## src/rtl/atm_balance_arbiter.sv

```systemverilog
// Two-terminal round-robin arbiter that serialises ATM balance operations onto one shared memory port.
// Define ATM_ARB_TRANSFER_EN to build in account-to-account transfers (RD_DST/WR_DST states).
module atm_balance_arbiter #(
    parameter int NUM_ACCT = 10,
    parameter int BAL_W    = 8
) (
    input  logic             Clock,
    input  logic             Reset,
    input  logic             Req0,
    input  logic             Req1,
    input  logic [1:0]       Op0,
    input  logic [1:0]       Op1,
    input  logic [3:0]       Idx0,
    input  logic [3:0]       Idx1,
    input  logic [3:0]       DestIdx0,
    input  logic [3:0]       DestIdx1,
    input  logic [BAL_W-1:0] Amt0,
    input  logic [BAL_W-1:0] Amt1,
    output logic [3:0]       MemAddr,
    output logic             MemWe,
    output logic [BAL_W-1:0] MemWData,
    input  logic [BAL_W-1:0] MemRData,
    output logic [1:0]       Gnt,
    output logic [1:0]       Done,
    output logic             Err,
    output logic [BAL_W-1:0] Balance
);

    localparam logic [1:0] OP_READ = 2'b00;
    localparam logic [1:0] OP_WDR  = 2'b01;
    localparam logic [1:0] OP_DEP  = 2'b10;
    localparam logic [1:0] OP_XFR  = 2'b11;
    localparam logic [4:0] ACCT_LIMIT = 5'(NUM_ACCT);

    typedef enum logic [2:0] {
        IDLE,
        RD_SRC,
`ifdef ATM_ARB_TRANSFER_EN
        RD_DST,
`endif
        EXEC,
`ifdef ATM_ARB_TRANSFER_EN
        WR_DST,
`endif
        DONE
    } state_t;

    state_t           state_q, state_d;
    logic             win_q, win_d;
    logic             last_q, last_d;
    logic [1:0]       op_q, op_d;
    logic [3:0]       idx_q, idx_d;
    logic [BAL_W-1:0] amt_q, amt_d;
    logic [BAL_W-1:0] src_q, src_d;
    logic             err_q, err_d;
    logic [BAL_W-1:0] bal_q, bal_d;

`ifdef ATM_ARB_TRANSFER_EN
    logic [3:0]       dst_q, dst_d;
    logic [BAL_W-1:0] dbal_q, dbal_d;
    logic [BAL_W:0]   xfr_sum;
    logic             dst_ok;
`else
    logic             dest_unused;
    assign dest_unused = ^{DestIdx0, DestIdx1};
`endif

    logic [1:0]       req_vec;
    logic             pick;
    logic             src_ok;
    logic [BAL_W:0]   dep_sum;
    logic [BAL_W-1:0] wdr_res;

    logic [3:0]       mem_addr;
    logic             mem_we;
    logic [BAL_W-1:0] mem_wdata;
    logic [1:0]       gnt;
    logic [1:0]       done;

    assign req_vec = {Req1, Req0};

    // On a tie the terminal that was not served last wins; a lone request always wins.
    always_comb begin
        pick = req_vec[1];
        if (req_vec == 2'b11) begin
            pick = ~last_q;
        end
    end

    assign src_ok  = ({1'b0, idx_q} < ACCT_LIMIT);
    assign dep_sum = {1'b0, src_q} + {1'b0, amt_q};
    assign wdr_res = src_q - amt_q;

`ifdef ATM_ARB_TRANSFER_EN
    assign dst_ok  = ({1'b0, dst_q} < ACCT_LIMIT);
    assign xfr_sum = {1'b0, dbal_q} + {1'b0, amt_q};
`endif

    always_comb begin
        state_d   = state_q;
        win_d     = win_q;
        last_d    = last_q;
        op_d      = op_q;
        idx_d     = idx_q;
        amt_d     = amt_q;
        src_d     = src_q;
        err_d     = err_q;
        bal_d     = bal_q;
`ifdef ATM_ARB_TRANSFER_EN
        dst_d     = dst_q;
        dbal_d    = dbal_q;
`endif
        mem_addr  = 4'd0;
        mem_we    = 1'b0;
        mem_wdata = '0;
        gnt       = 2'b00;
        done      = 2'b00;

        if (state_q != IDLE) begin
            gnt = win_q ? 2'b10 : 2'b01;
        end

        case (state_q)
            IDLE: begin
                if (|req_vec) begin
                    win_d   = pick;
                    op_d    = pick ? Op1  : Op0;
                    idx_d   = pick ? Idx1 : Idx0;
                    amt_d   = pick ? Amt1 : Amt0;
`ifdef ATM_ARB_TRANSFER_EN
                    dst_d   = pick ? DestIdx1 : DestIdx0;
`endif
                    state_d = RD_SRC;
                end
            end

            RD_SRC: begin
                mem_addr = idx_q;
                src_d    = MemRData;
                state_d  = EXEC;
`ifdef ATM_ARB_TRANSFER_EN
                if (op_q == OP_XFR) begin
                    state_d = RD_DST;
                end
`endif
            end

`ifdef ATM_ARB_TRANSFER_EN
            RD_DST: begin
                mem_addr = dst_q;
                dbal_d   = MemRData;
                state_d  = EXEC;
            end
`endif

            EXEC: begin
                mem_addr = idx_q;
                state_d  = DONE;
                err_d    = 1'b0;
                bal_d    = src_q;
                if (!src_ok) begin
                    err_d = 1'b1;
                end else begin
                    case (op_q)
                        OP_READ: begin
                            err_d = 1'b0;
                        end
                        OP_WDR: begin
                            if (amt_q <= src_q) begin
                                mem_we    = 1'b1;
                                mem_wdata = wdr_res;
                                bal_d     = wdr_res;
                            end else begin
                                err_d = 1'b1;
                            end
                        end
                        OP_DEP: begin
                            if (dep_sum[BAL_W]) begin
                                err_d = 1'b1;
                            end else begin
                                mem_we    = 1'b1;
                                mem_wdata = dep_sum[BAL_W-1:0];
                                bal_d     = dep_sum[BAL_W-1:0];
                            end
                        end
                        default: begin
`ifdef ATM_ARB_TRANSFER_EN
                            // Source is debited here; the credit follows in WR_DST.
                            if (!dst_ok || (amt_q > src_q) || xfr_sum[BAL_W] || (dst_q == idx_q)) begin
                                err_d = 1'b1;
                            end else begin
                                mem_we    = 1'b1;
                                mem_wdata = wdr_res;
                                bal_d     = wdr_res;
                                state_d   = WR_DST;
                            end
`else
                            err_d = 1'b1;
`endif
                        end
                    endcase
                end
            end

`ifdef ATM_ARB_TRANSFER_EN
            WR_DST: begin
                mem_addr  = dst_q;
                mem_we    = 1'b1;
                mem_wdata = xfr_sum[BAL_W-1:0];
                err_d     = 1'b0;
                state_d   = DONE;
            end
`endif

            DONE: begin
                done    = win_q ? 2'b10 : 2'b01;
                last_d  = win_q;
                state_d = IDLE;
            end

            default: begin
                state_d = IDLE;
            end
        endcase
    end

    always_ff @(posedge Clock or posedge Reset) begin
        if (Reset) begin
            state_q <= IDLE;
            win_q   <= 1'b0;
            last_q  <= 1'b1;
            op_q    <= '0;
            idx_q   <= '0;
            amt_q   <= '0;
            src_q   <= '0;
            err_q   <= 1'b0;
            bal_q   <= '0;
`ifdef ATM_ARB_TRANSFER_EN
            dst_q   <= '0;
            dbal_q  <= '0;
`endif
        end else begin
            state_q <= state_d;
            win_q   <= win_d;
            last_q  <= last_d;
            op_q    <= op_d;
            idx_q   <= idx_d;
            amt_q   <= amt_d;
            src_q   <= src_d;
            err_q   <= err_d;
            bal_q   <= bal_d;
`ifdef ATM_ARB_TRANSFER_EN
            dst_q   <= dst_d;
            dbal_q  <= dbal_d;
`endif
        end
    end

    assign MemAddr  = mem_addr;
    assign MemWe    = mem_we;
    assign MemWData = mem_wdata;
    assign Gnt      = gnt;
    assign Done     = done;
    assign Err      = err_q;
    assign Balance  = bal_q;

endmodule
```

## config.mk

```make
export PLATFORM = sky130hd
export DESIGN_NAME = atm_balance_arbiter
export DESIGN_NICKNAME = d
export VERILOG_FILES = /design/src/rtl/atm_balance_arbiter.sv
export SDC_FILE = /design/constraint.sdc
export NUM_CORES = 1
export LEC_CHECK = 0
export CORE_ASPECT_RATIO = 0.7
export CORE_UTILIZATION = 43
export DETAILED_ROUTE_END_ITERATION = 7
export PLACE_DENSITY = 0.84
export SLEW_MARGIN = 10
export SYNTH_ARGS = -nofsm -noshare
export SYNTH_HDL_FRONTEND = slang
export SYNTH_SLANG_ARGS = --single-unit
```

## constraint.sdc

```tcl
create_clock -name Clock -period 3.4 [get_ports Clock]
set_input_delay 0.51 -clock Clock [delete_from_list [all_inputs] [get_ports Clock]]
set_output_delay 0.51 -clock Clock [all_outputs]
set_load 0.005 [all_outputs]
```

==> impl_metrics.yaml <==
outcome:
  status: "finished, final reports clean"
critical_path:
  start_kind: "flop"
  endpoint_kind: "output port"
  worst-path-stages: 10
  cp_num_buf_inv: 2
  timing.rr.start: "src_q[0]"
  reg2reg_to: "Balance[2]"
  worstSetupPathType: "flop to output port"
  cp_max_fo: 5
  crit_required_ns: 2.89
  cpLargestDelayFamily: "simple AND/OR/NAND/NOR gates"
  crit_chain: "ha_2 -> fa_2 -> nor3b_2 -> nor3_4 -> o211ai_2 -> or2_4 -> buf_4 -> o221a_2 -> nor2_1 -> clkbuf_2"
  r2r_cells: 9
  r2r_setup_slack_ns: 0.67
  slowest_stage: "dfrtp_1"
  arrival_ns: 2.76
  slowest_delay_ns: 0.41
grt:
  grt_pass1_wl_microns: 10200
  grt_pass1_vias: 2134
  antenna_found_initial: 0
  track_usage_pct: 22.5
  grt.overflow.total: 0
  grt_max_degree: 36
final_layout:
  final_area_sq_um: 3440
  final_cell_mix: "clkdlybuf4s50_1 (57), dfrtp_1 (34), inv_1 (27)"
  diodes: 0
  syn_to_final_growth_pct: 40.5
  nets: 407
  post-route-util_pct: 64.0
  final_common_cell: "clkdlybuf4s50_1"
  drive_above_1_share_pct: 20.0
  instances_no_fill: 407
clocking:
  tritoncts: "done"
  cts_max_level: 2
  clockBufferDepth: 2
  cts_buffers: 5
  clk_latency_ns: 0.30
  clk_pin_slew_worst_paths_ns: 0.08
  cts_sinks: 35
  cts-root-buf: "clkbuf_8"
detailed_routing:
  wl_microns: 6230
  drtIter0Drc: 161
  vias: 2162
  route.detailed.drc: 0
  wl_per_cell_microns: 15.3
  routed_via_density: 5.31
  postRouteAntennaNets: 0
  dr.pass1.iters: 4
synthesis:
  seq_area_frac_synth_pct: 35.9
  synth_top_cell_area_share_pct: 34.8
  synth.top_cells.by_area: "dfrtp_1 (35%), ha_1 (12%), mux2i_1 (7.8%), o21ai_0 (4.5%), inv_1 (4.1%)"
  synthesis.nets: 327
  syn_area_sq_um: 2450
  synth_cells: 254
  synth.largest_area_cell: "dfrtp_1"
  synth-seq-cells: 35
  ys_warn_count: 0
  synth.distinct_cells: 44
  synth_area_per_cell_sq_um: 9.63
place:
  preCtsSetupSlack_ns: 0.00178
  portBuffers: 65
  gp_congestion: 0.925
  hpwl_microns: 4730
  place_area_sq_um: 3240
  placed_cells: 394
pwr:
  swShare_pct: 44.4
  comb_power_share_pct: 68.3
  p_clk_share_pct: 9.3
  finalPower_mw: 3.59
  seq_power_share_pct: 22.4
  vdd_ir_drop_max_mv: 0.422
  p_int_mw: 2.00
  p_per_area_nw_per_um2: 1050
  netSwitchingPower_mw: 1.60
  power.leakage_nw: 1.57
timing:
  hold_ws_ns: 0.497
  setup_ws_ns: 0.130
  fmax_mhz: 306
  skew_ns: 0.00379
  worst_pin_slew_ns: 0.545
  max_slew_margin_pct: 63.2
  fin_crit_sh_pct: 96.2
  finalSetupViolations: 0
  fin_crit_ns: 3.27
  finalMaxSlewViolations: 0
  rsz0062_at_grt: "no"
  tns_ns: 0
  hold_violations: 0
flow_run:
  maxCapViolCount: 0
die:
  die_y_microns: 65.1
  start_util_pct: 45.6
  placementRows: 22
  fp.dieW_microns: 92.1
  ios: 74
  core_area_sq_um: 5370
  dieArea_sq_um: 6000
min_path:
  min_path_cells: 2
  hp-start: "idx_q[0]"
  hold_path_class: "flop to flop"
  min_to: "idx_q[0]"
[repair_timing]
item | in CTS | in global routing
hold buffers | 0 | 0
cloned | 0 | 0
gates resized for setup | 17 | 17
endpoints found under the setup margin | 7 | 9
pin swaps | 3 | 6
setup buffers | 3 | 2
[registers in the layout, summed over array words and instances (netlist names), 2 cells and up]
register / cells
Balance: 8
amt_q: 8
src_q: 8
idx_q: 4
op_q: 2
state_q: 2
[kinds of logic after synthesis]
| logic type | after synthesis | synth area share [%] |
|---|---|---|
| muxes | 27 | 11.5 |
| DFF | 35 | 35.9 |
| and+or+nand+nor | 62 | 12.8 |
| buffers and inverters | 38 | 6.34 |
| AOI/OAI and AO/OA | 67 | 20.2 |
| adders and majority gates | 25 | 13.4 |
[worst reg2reg max path, stage by stage, from the launching register on]
cell	delay, ns
dfrtp_1	0.41
ha_2	0.20
fa_2	0.34
nor3b_2	0.18
nor3_4	0.23
o211ai_2	0.15
buf_4	0.16
a22o_1	0.22
o311ai_0	0.49
o221ai_1	0.22
[final cells by class]
type / instances / area (sq um)
inverter: 27 / 101
multi-input combinational: 181 / 1480
clock buffer: 6 / 82.6
sequential: 35 / 877
fill: 449 / 1930
clock inverter: 2 / 16.3
timing repair buffer: 84 / 788
tap: 72 / 90.1
[power by group through the flow]
stage | logic [mW] | registers (mW) | clock network [mW]
2_1_floorplan | 1.49 | 0.778 | 0
3_3_place_gp | 2.24 | 0.797 | 0
3_5_place_dp | 2.30 | 0.810 | 0
4_1_cts | 2.35 | 0.805 | 0.338
5_1_grt | 2.71 | 0.834 | 0.364
6_report | 2.45 | 0.805 | 0.334
[routing by layer]
layer	up-vias	global-route usage, %	wire, microns
li1	1065	-	-
met1	994	32.0	2970
met2	94	33.0	2620
met3	9	6.25	554
met4	0	7.42	80
met5	-	0	0
[cells in the mapped netlist, drive strengths merged]
| master | number |
|---|---|
| a21oi | 6 |
| o31a | 2 |
| o2111ai | 1 |
| ha | 23 |
| nor2 | 17 |
| a221oi | 6 |
| fa | 2 |
| a22o | 3 |
| a21o | 1 |
| inv | 27 |
| dfstp | 1 |
| nand3 | 1 |
| a21boi | 1 |
| nor3 | 3 |
| o211a | 1 |
| a31oi | 2 |
| nand4 | 1 |
| a31o | 1 |
| and2 | 6 |
| nor2b | 4 |
| mux2 | 8 |
| o221ai | 1 |
| o211ai | 2 |
| o22ai | 5 |
| or2 | 1 |
| nor3b | 2 |
| nand2b | 3 |
| mux2i | 19 |
| dfrtp | 34 |
| a221o | 3 |
| o21a | 1 |
| or3 | 2 |
| a311oi | 1 |
| o311ai | 2 |
| o221a | 6 |
| nand2 | 21 |
| clkbuf | 5 |
| o21ai | 22 |
| buf | 6 |
| or4 | 1 |
[how the worst max path moves through the flow]
stage / endpoint / slack [ns] / start
after global routing: MemWData[4] / 0.009 / src_q[7]
after detailed placement: MemWData[5] / 0.002 / src_q[0]
after floorplan: MemWData[5] / 0.66 / amt_q[0]
after CTS: MemWData[0] / 0.009 / src_q[0]
final: MemWData[5] / 0.13 / src_q[0]
after global placement: MemWData[5] / 0.04 / amt_q[0]
No activity file was read; power rests on OpenSTA's default activity.
